<file path="config.mk">
export PLATFORM = sky130hd
export DESIGN_NAME = bullet
export DESIGN_NICKNAME = d
export VERILOG_FILES = /design/src/rtl/bullet.sv
export SDC_FILE = /design/constraint.sdc
export NUM_CORES = 1
export LEC_CHECK = 0
export BUFFER_PORTS_ARGS = -buffer_cell sky130_fd_sc_hd__buf_4
export CORE_ASPECT_RATIO = 0.8
export CORE_MARGIN = 10
export CORE_UTILIZATION = 54
export DETAILED_ROUTE_END_ITERATION = 10
export PLACE_DENSITY = 0.78
export REMOVE_ABC_BUFFERS = 1
export SYNTH_ARGS = -nofsm -noshare
export SYNTH_HDL_FRONTEND = slang
export SYNTH_SLANG_ARGS = --single-unit
</file>
<file path="constraint.sdc">
create_clock -name clk -period 3.8 [get_ports clk]
set_input_delay 0.95 -clock clk [delete_from_list [all_inputs] [get_ports clk]]
set_output_delay 0.95 -clock clk [all_outputs]
set_load 0.05 [all_outputs]
</file>
<file path="src/rtl/bullet.sv">
// Single-bullet engine for one player: spawns on a fire edge, steps 1 px per
// MOVE_TIME+1 cycles, and dies on a wall tile, off-map, or on the enemy tank.
module bullet #(
    parameter int unsigned PLAYER_INDEX = 0,
    parameter int unsigned MOVE_TIME    = 200000,
    parameter int unsigned RELOAD_TIME  = 800000
) (
    input  logic        clk,
    input  logic        reset,
    input  logic        game_over,
    input  logic        fire,
    input  logic [1:0]  fire_dir,
    input  logic [9:0]  tank_x,
    input  logic [9:0]  tank_y,
    input  logic [9:0]  enemy_x,
    input  logic [9:0]  enemy_y,
    input  logic        enemy_active,
    output logic [3:0]  wall_x_idx,
    output logic [3:0]  wall_y_idx,
    input  logic        wall_hit,
    output logic        killed,
    output logic [31:0] bullet_state
);

    localparam logic [19:0] MOVE_LOAD   = 20'(MOVE_TIME);
    localparam logic [19:0] RELOAD_LOAD = 20'(RELOAD_TIME);
    localparam logic [2:0]  OWNER_ID    = 3'(PLAYER_INDEX);

    typedef enum logic [1:0] {
        S_IDLE,
        S_FLY,
        S_RELOAD
    } state_t;

    state_t      r_state, w_state_next;
    logic        r_fire_d;
    logic        r_killed, w_killed_next;
    logic        r_active, w_active_next;
    logic [9:0]  r_x, w_x_next;
    logic [9:0]  r_y, w_y_next;
    logic [1:0]  r_dir, w_dir_next;
    logic [19:0] r_move_cnt, w_move_next;
    logic [19:0] r_rel_cnt, w_rel_next;

    logic        w_fire_req;
    logic [9:0]  w_spawn_x, w_spawn_y;
    logic [9:0]  w_step_x, w_step_y;
    logic [9:0]  w_probe_x, w_probe_y;
    logic        w_blocked;
    logic        w_hit;

    assign w_fire_req = fire & ~r_fire_d;

    always_comb begin
        w_spawn_x = tank_x + 10'd12;
        w_spawn_y = tank_y - 10'd8;
        case (fire_dir)
            2'b00: begin w_spawn_x = tank_x + 10'd12; w_spawn_y = tank_y - 10'd8;  end
            2'b01: begin w_spawn_x = tank_x + 10'd12; w_spawn_y = tank_y + 10'd32; end
            2'b10: begin w_spawn_x = tank_x - 10'd8;  w_spawn_y = tank_y + 10'd12; end
            2'b11: begin w_spawn_x = tank_x + 10'd32; w_spawn_y = tank_y + 10'd12; end
        endcase
    end

    always_comb begin
        w_step_x = r_x;
        w_step_y = r_y;
        case (r_dir)
            2'b00: w_step_y = r_y - 10'd1;
            2'b01: w_step_y = r_y + 10'd1;
            2'b10: w_step_x = r_x - 10'd1;
            2'b11: w_step_x = r_x + 10'd1;
        endcase
    end

    // Probe the centre of the 8x8 box at the next position; an underflowed
    // coordinate wraps high and lands in the off-map half.
    assign w_probe_x = w_step_x + 10'd4;
    assign w_probe_y = w_step_y + 10'd4;
    assign w_blocked = wall_hit | (w_probe_x >= 10'd512) | (w_probe_y >= 10'd512);

    assign wall_x_idx = (r_state == S_FLY) ? w_probe_x[8:5] : 4'd0;
    assign wall_y_idx = (r_state == S_FLY) ? w_probe_y[8:5] : 4'd0;

    assign w_hit = enemy_active
                 && (r_x < enemy_x + 10'd32) && (enemy_x < r_x + 10'd8)
                 && (r_y < enemy_y + 10'd32) && (enemy_y < r_y + 10'd8);

    // NOTE: every next-value gets a default before the case, so no path can
    // leave a signal unassigned and infer a latch.
    always_comb begin
        w_state_next  = r_state;
        w_killed_next = 1'b0;
        w_active_next = r_active;
        w_x_next      = r_x;
        w_y_next      = r_y;
        w_dir_next    = r_dir;
        w_move_next   = r_move_cnt;
        w_rel_next    = r_rel_cnt;

        if (!game_over) begin
            case (r_state)
                S_IDLE: begin
                    if (w_fire_req) begin
                        w_state_next  = S_FLY;
                        w_dir_next    = fire_dir;
                        w_move_next   = MOVE_LOAD;
                        w_active_next = 1'b1;
                        w_x_next      = w_spawn_x;
                        w_y_next      = w_spawn_y;
                    end
                end
                S_FLY: begin
                    if (w_hit) begin
                        w_killed_next = 1'b1;
                        w_active_next = 1'b0;
                        w_state_next  = S_RELOAD;
                        w_rel_next    = RELOAD_LOAD;
                    end else if (r_move_cnt != 20'd0) begin
                        w_move_next = r_move_cnt - 20'd1;
                    end else if (w_blocked) begin
                        w_active_next = 1'b0;
                        w_state_next  = S_RELOAD;
                        w_rel_next    = RELOAD_LOAD;
                    end else begin
                        w_x_next    = w_step_x;
                        w_y_next    = w_step_y;
                        w_move_next = MOVE_LOAD;
                    end
                end
                S_RELOAD: begin
                    // Leaving on the 1->0 decrement keeps RELOAD exactly RELOAD_TIME cycles long.
                    if (r_rel_cnt <= 20'd1) begin
                        w_rel_next   = 20'd0;
                        w_state_next = S_IDLE;
                    end else begin
                        w_rel_next = r_rel_cnt - 20'd1;
                    end
                end
                default: w_state_next = S_IDLE;
            endcase
        end
    end

    // NOTE: non-blocking assignments so every register samples the values
    // from before the edge, independent of statement order.
    always_ff @(posedge clk) begin
        // NOTE: reset is synchronous and covers every state register,
        // so a reset mid-flight aborts the bullet like a cold start.
        if (reset) begin
            r_state    <= S_IDLE;
            r_fire_d   <= 1'b0;
            r_killed   <= 1'b0;
            r_active   <= 1'b0;
            r_x        <= 10'd0;
            r_y        <= 10'd0;
            r_dir      <= 2'b00;
            r_move_cnt <= 20'd0;
            r_rel_cnt  <= 20'd0;
        end else begin
            r_state    <= w_state_next;
            r_fire_d   <= fire;
            r_killed   <= w_killed_next;
            r_active   <= w_active_next;
            r_x        <= w_x_next;
            r_y        <= w_y_next;
            r_dir      <= w_dir_next;
            r_move_cnt <= w_move_next;
            r_rel_cnt  <= w_rel_next;
        end
    end

    assign killed       = r_killed;
    assign bullet_state = {1'b0, 2'b11, r_active, r_x, r_y, r_dir, 3'b001, OWNER_ID};

endmodule

</file>
==> metrics.csv <==
stage;metric;value;unit
outcome;status;finished with violations;
outcome;failing checks;setup timing;
layout;fraction of layout cells with a size suffix above 1;0.3223;
pwr;PD cells;614.8;mW/mm^2
worst_setup_path;critical path endpoint category;flip-flop;
worst_hold_path;Worst Hold Class;reg2reg;
clock_tree;Worst-path clk slew;0.06;ns
clock_tree;CTS root buf;clkbuf_16;
layout;Fill cells;844;
synth;synthesized flop and latch total;67;
clock_tree;# hold bufs at CTS;0;
sta;final hold viol count;0;
synth;Post-synth EDFFs;0;
global_routing;total global-route track usage;0.2364;
worst_setup_path;Crit path top cell by count;buf_4;
global_routing;GR Overflow Total;0;
worst_setup_path;WP data required;4.06;ns
synth;post-synth top area share;0.2017;
synth;Synth Area per Inst;7.642;sq um
route;vias post-DR;7564;
sta;fin crit share;1.072;
die;core area;0.01212;sq mm
layout;final core utilization;0.7589;
global_routing;initial antenna violation count;0;
synth;Synth Instances;870;
sta;FMAX;245.4;MHz
layout;area growth from synthesis to layout;38.30;%
die;Die Y;119.3;um
pwr;leakage dissipation;3.910;nW
sta;PnR worst setup slack;-0.2747;ns
synth;synth warn;0;
route;Residual DRC;0;
clock_tree;Num CTS Buffers;9;
synth;Synth cell types;80;
synth;Most used DFF post-synth;dfxtp_1;
global_routing;maximum number of pins on one net before global-route repair;55;
synth;sequential share of the synthesized area;0.2017;
synth;Cell Area, Synth;0.006649;sq mm
sta;Fin Clk Skew;0.005323;ns
die;Die Wd;144.1;um
sta;pins over their slew limit;0;
route;Vias/cell;6.267;
placement;Placed Area;0.008073;sq mm
worst_setup_path;Setup crit start kind;flip-flop;
layout;nets;1177;
sta;Final min period;4.075;ns
die;Die ar.;0.01718;sq mm
pwr;worst vdd ir;0.3904;mV
clock_tree;clk_lat worst skew;0.35;ns
placement;Post-DP HPWL;15.38;mm
worst_setup_path;crit path cell chain;nor2b_4 -> clkinv_4 -> ha_4 -> a211oi_4 -> buf_4 -> o31ai_4 -> buf_4 -> a211oi_1 -> a311o_1 -> o211ai_1 -> buf_4 -> buf_4 -> o21bai_2 -> buf_4 -> a21oi_4 -> o21ai_4 -> buf_6 -> or4_1 -> a31oi_1;
layout;ANT cells;0;
die;row count;36;
global_routing;global-route wire length before repair;33.91;mm
route;first-pass detailed-route iteration total;5;
layout;fin cells;1207;
clock_tree;CTS tree;built;
worst_setup_path;slowest cell delay on critical path;0.43;ns
synth;biggest area consumer among synthesized cells;dfxtp_1;
synth;Async SR Flop Fraction;0;
clock_tree;H-tree lvl count;3;
sta;Fin Setup TNS;-5.307;ns
sta;Slew headroom;0.2594;
die;IO Count;89;
route;Final Routed Wirelength;22.82;mm
layout;fin area;0.009195;sq mm
layout;Multi-input gate area;0.005466;sq mm
route;Routed wire per std cell;18.91;um
worst_setup_path;CP max-delay cell;or4_1;
clock_tree;clk sink count;67;
global_routing;vias in the first global route;6821;
placement;final RePlAce weighted congestion;0.9453;
synth;top post-synthesis cells by area;dfxtp_1 20%, ha_1 14%, a21oi_1 5.7%, nor2_1 4.5%, nand2_1 3.6%;
job;max-cap violations;0;
placement;# port buffers;79;
sta;Slew @ Worst Pin;1.109;ns
placement;placed cells;1173;
clock_tree;CTS Buffer Depth;2;
worst_setup_path;critical path arrival;4.33;ns
sta;RSZ-0062 raised after global routing;true;
sta;final setup fails;57;
route;Detail Route Antenna Nets;0;
worst_setup_path;crit-path max FO;7;
worst_setup_path;WS Path Type;reg2reg;
route;DRT iter0 DRCs;734;
layout;FF+latch area;0.001350;sq mm
die;Initial Util;0.5487;
placement;Place WS;-0.3071;ns
path summary, 6_finish.rpt:
| path | from | endpoint | slack, ns | cells past startpoint |
|---|---|---|---|---|
| setup reg to reg | r_dir[1]$_SDFFE_PP0P_ | r_move_cnt[16]$_SDFFE_PP0P_ | -0.27 | 19 |
| hold reg to reg | r_rel_cnt[8]$_SDFFE_PP0P_ | r_rel_cnt[8]$_SDFFE_PP0P_ | 0.47 | 2 |
| setup / recovery | r_dir[1]$_SDFFE_PP0P_ | r_move_cnt[16]$_SDFFE_PP0P_ | -0.27 | 19 |
| hold / removal | r_rel_cnt[8]$_SDFFE_PP0P_ | r_rel_cnt[8]$_SDFFE_PP0P_ | 0.47 | 2 |
sequential cells by signal (all words and copies together) (netlist names):
signal and cells:
r_fire_d 1, r_x 10, r_state 2, r_dir 2, r_rel_cnt 20, r_move_cnt 20
r_active 1, killed 1, r_y 10
repair_timing:
item,CTS,global route
cloned,0,1
buffers inserted,6,13
resized for setup,49,108
setup endpoints to repair,60,67
endpoints found under the hold margin,0,0
pin swaps,13,50
per-stage QoR:
step | hold slack, ns | power [mW]
finish | 0.4662 | 5.653
global route | 0.4869 | 5.967
CTS | 0.4646 | 5.081
detailed placement | 0.4570 | 4.004
global placement | 0.4526 | 3.948
floorplan | 0.4379 | 2.822
power breakdown:
| group | switching [mW] | internal [mW] | total (mW) |
|---|---|---|---|
| logic | 2.11 | 1.64 | 3.75 |
| clock network | 0.340 | 0.592 | 0.932 |
| registers | 0.147 | 0.825 | 0.972 |
| total | 2.60 | 3.05 | 5.65 |
layout by cell type (no fill, tap or decap), drive strengths merged, types with 24 or more instances in the layout:
master | netlist | routed
buf | 24 | 211
nor2 | 81 | 81
a21oi | 78 | 78
ha | 77 | 77
dfxtp | 67 | 67
nand2 | 63 | 63
o21ai | 50 | 50
inv | 45 | 44
nand3 | 33 | 33
xnor2 | 26 | 26
or3 | 24 | 24
logic make-up (layout without fill, tap and decap cells):
family	count (synthesis)	count (layout)	share of synthesized area
other	2	9	0.001130
and+or+nand+nor	310	310	0.2411
xor gates and xnor gates	47	47	0.06191
AOI/OAI and AO/OA	258	258	0.2618
muxes	13	13	0.01976
buffers and inverters	94	272	0.06172
DFF	67	67	0.2017
adders and majority gates	79	79	0.1509
synthesized netlist by cell type (4+ instances only):
library cell,instances
nand4_1,9
a31oi_1,10
clkbuf_1,25
o22ai_1,4
a21oi_1,76
ha_1,77
or4_1,10
nor4_1,10
inv_1,44
nor2_1,80
xnor2_1,26
nand3b_1,5
nor3_1,21
nand2b_1,18
o31ai_1,11
dfxtp_1,67
o41ai_1,6
nand3_1,33
nand4b_1,5
a21o_1,13
a211oi_1,19
buf_4,12
o21ai_0,46
and3_1,8
mux2i_1,12
o21a_1,9
nand2_1,63
buf_2,10
xor2_1,21
nor3b_1,5
or3_1,24
o211ai_1,8
a2111oi_0,4
nor2b_1,5
per-layer routing:
layer  wire (um)  track usage  vias up
met2       10260       0.3612      405
met1        9808       0.3247     3490
met5           0            0        -
met4         696      0.05350        0
met3        2054      0.06116       94
li1            -            -     3575
critical path, delay by kind of cell, from the launching register on:
kind	cells	cell delay, ns
AO/OA/AOI/OAI	9	1.68
adder cells (fa/ha/maj)	1	0.27
buffers and inverters	7	1.06
flip-flops	1	0.38
AND/OR/NAND/NOR	2	0.60
final cells by class:
cell class	instances	share of cell area
Multi-Input combinational cell	716	0.5945
Tap cell	152	0.02068
Clock buffer	10	0.02599
Timing Repair Buffer	211	0.1834
Clock inverter	6	0.009661
Inverter	45	0.01891
Sequential cell	67	0.1468
Note: power is estimated with default switching activity, not from simulation.
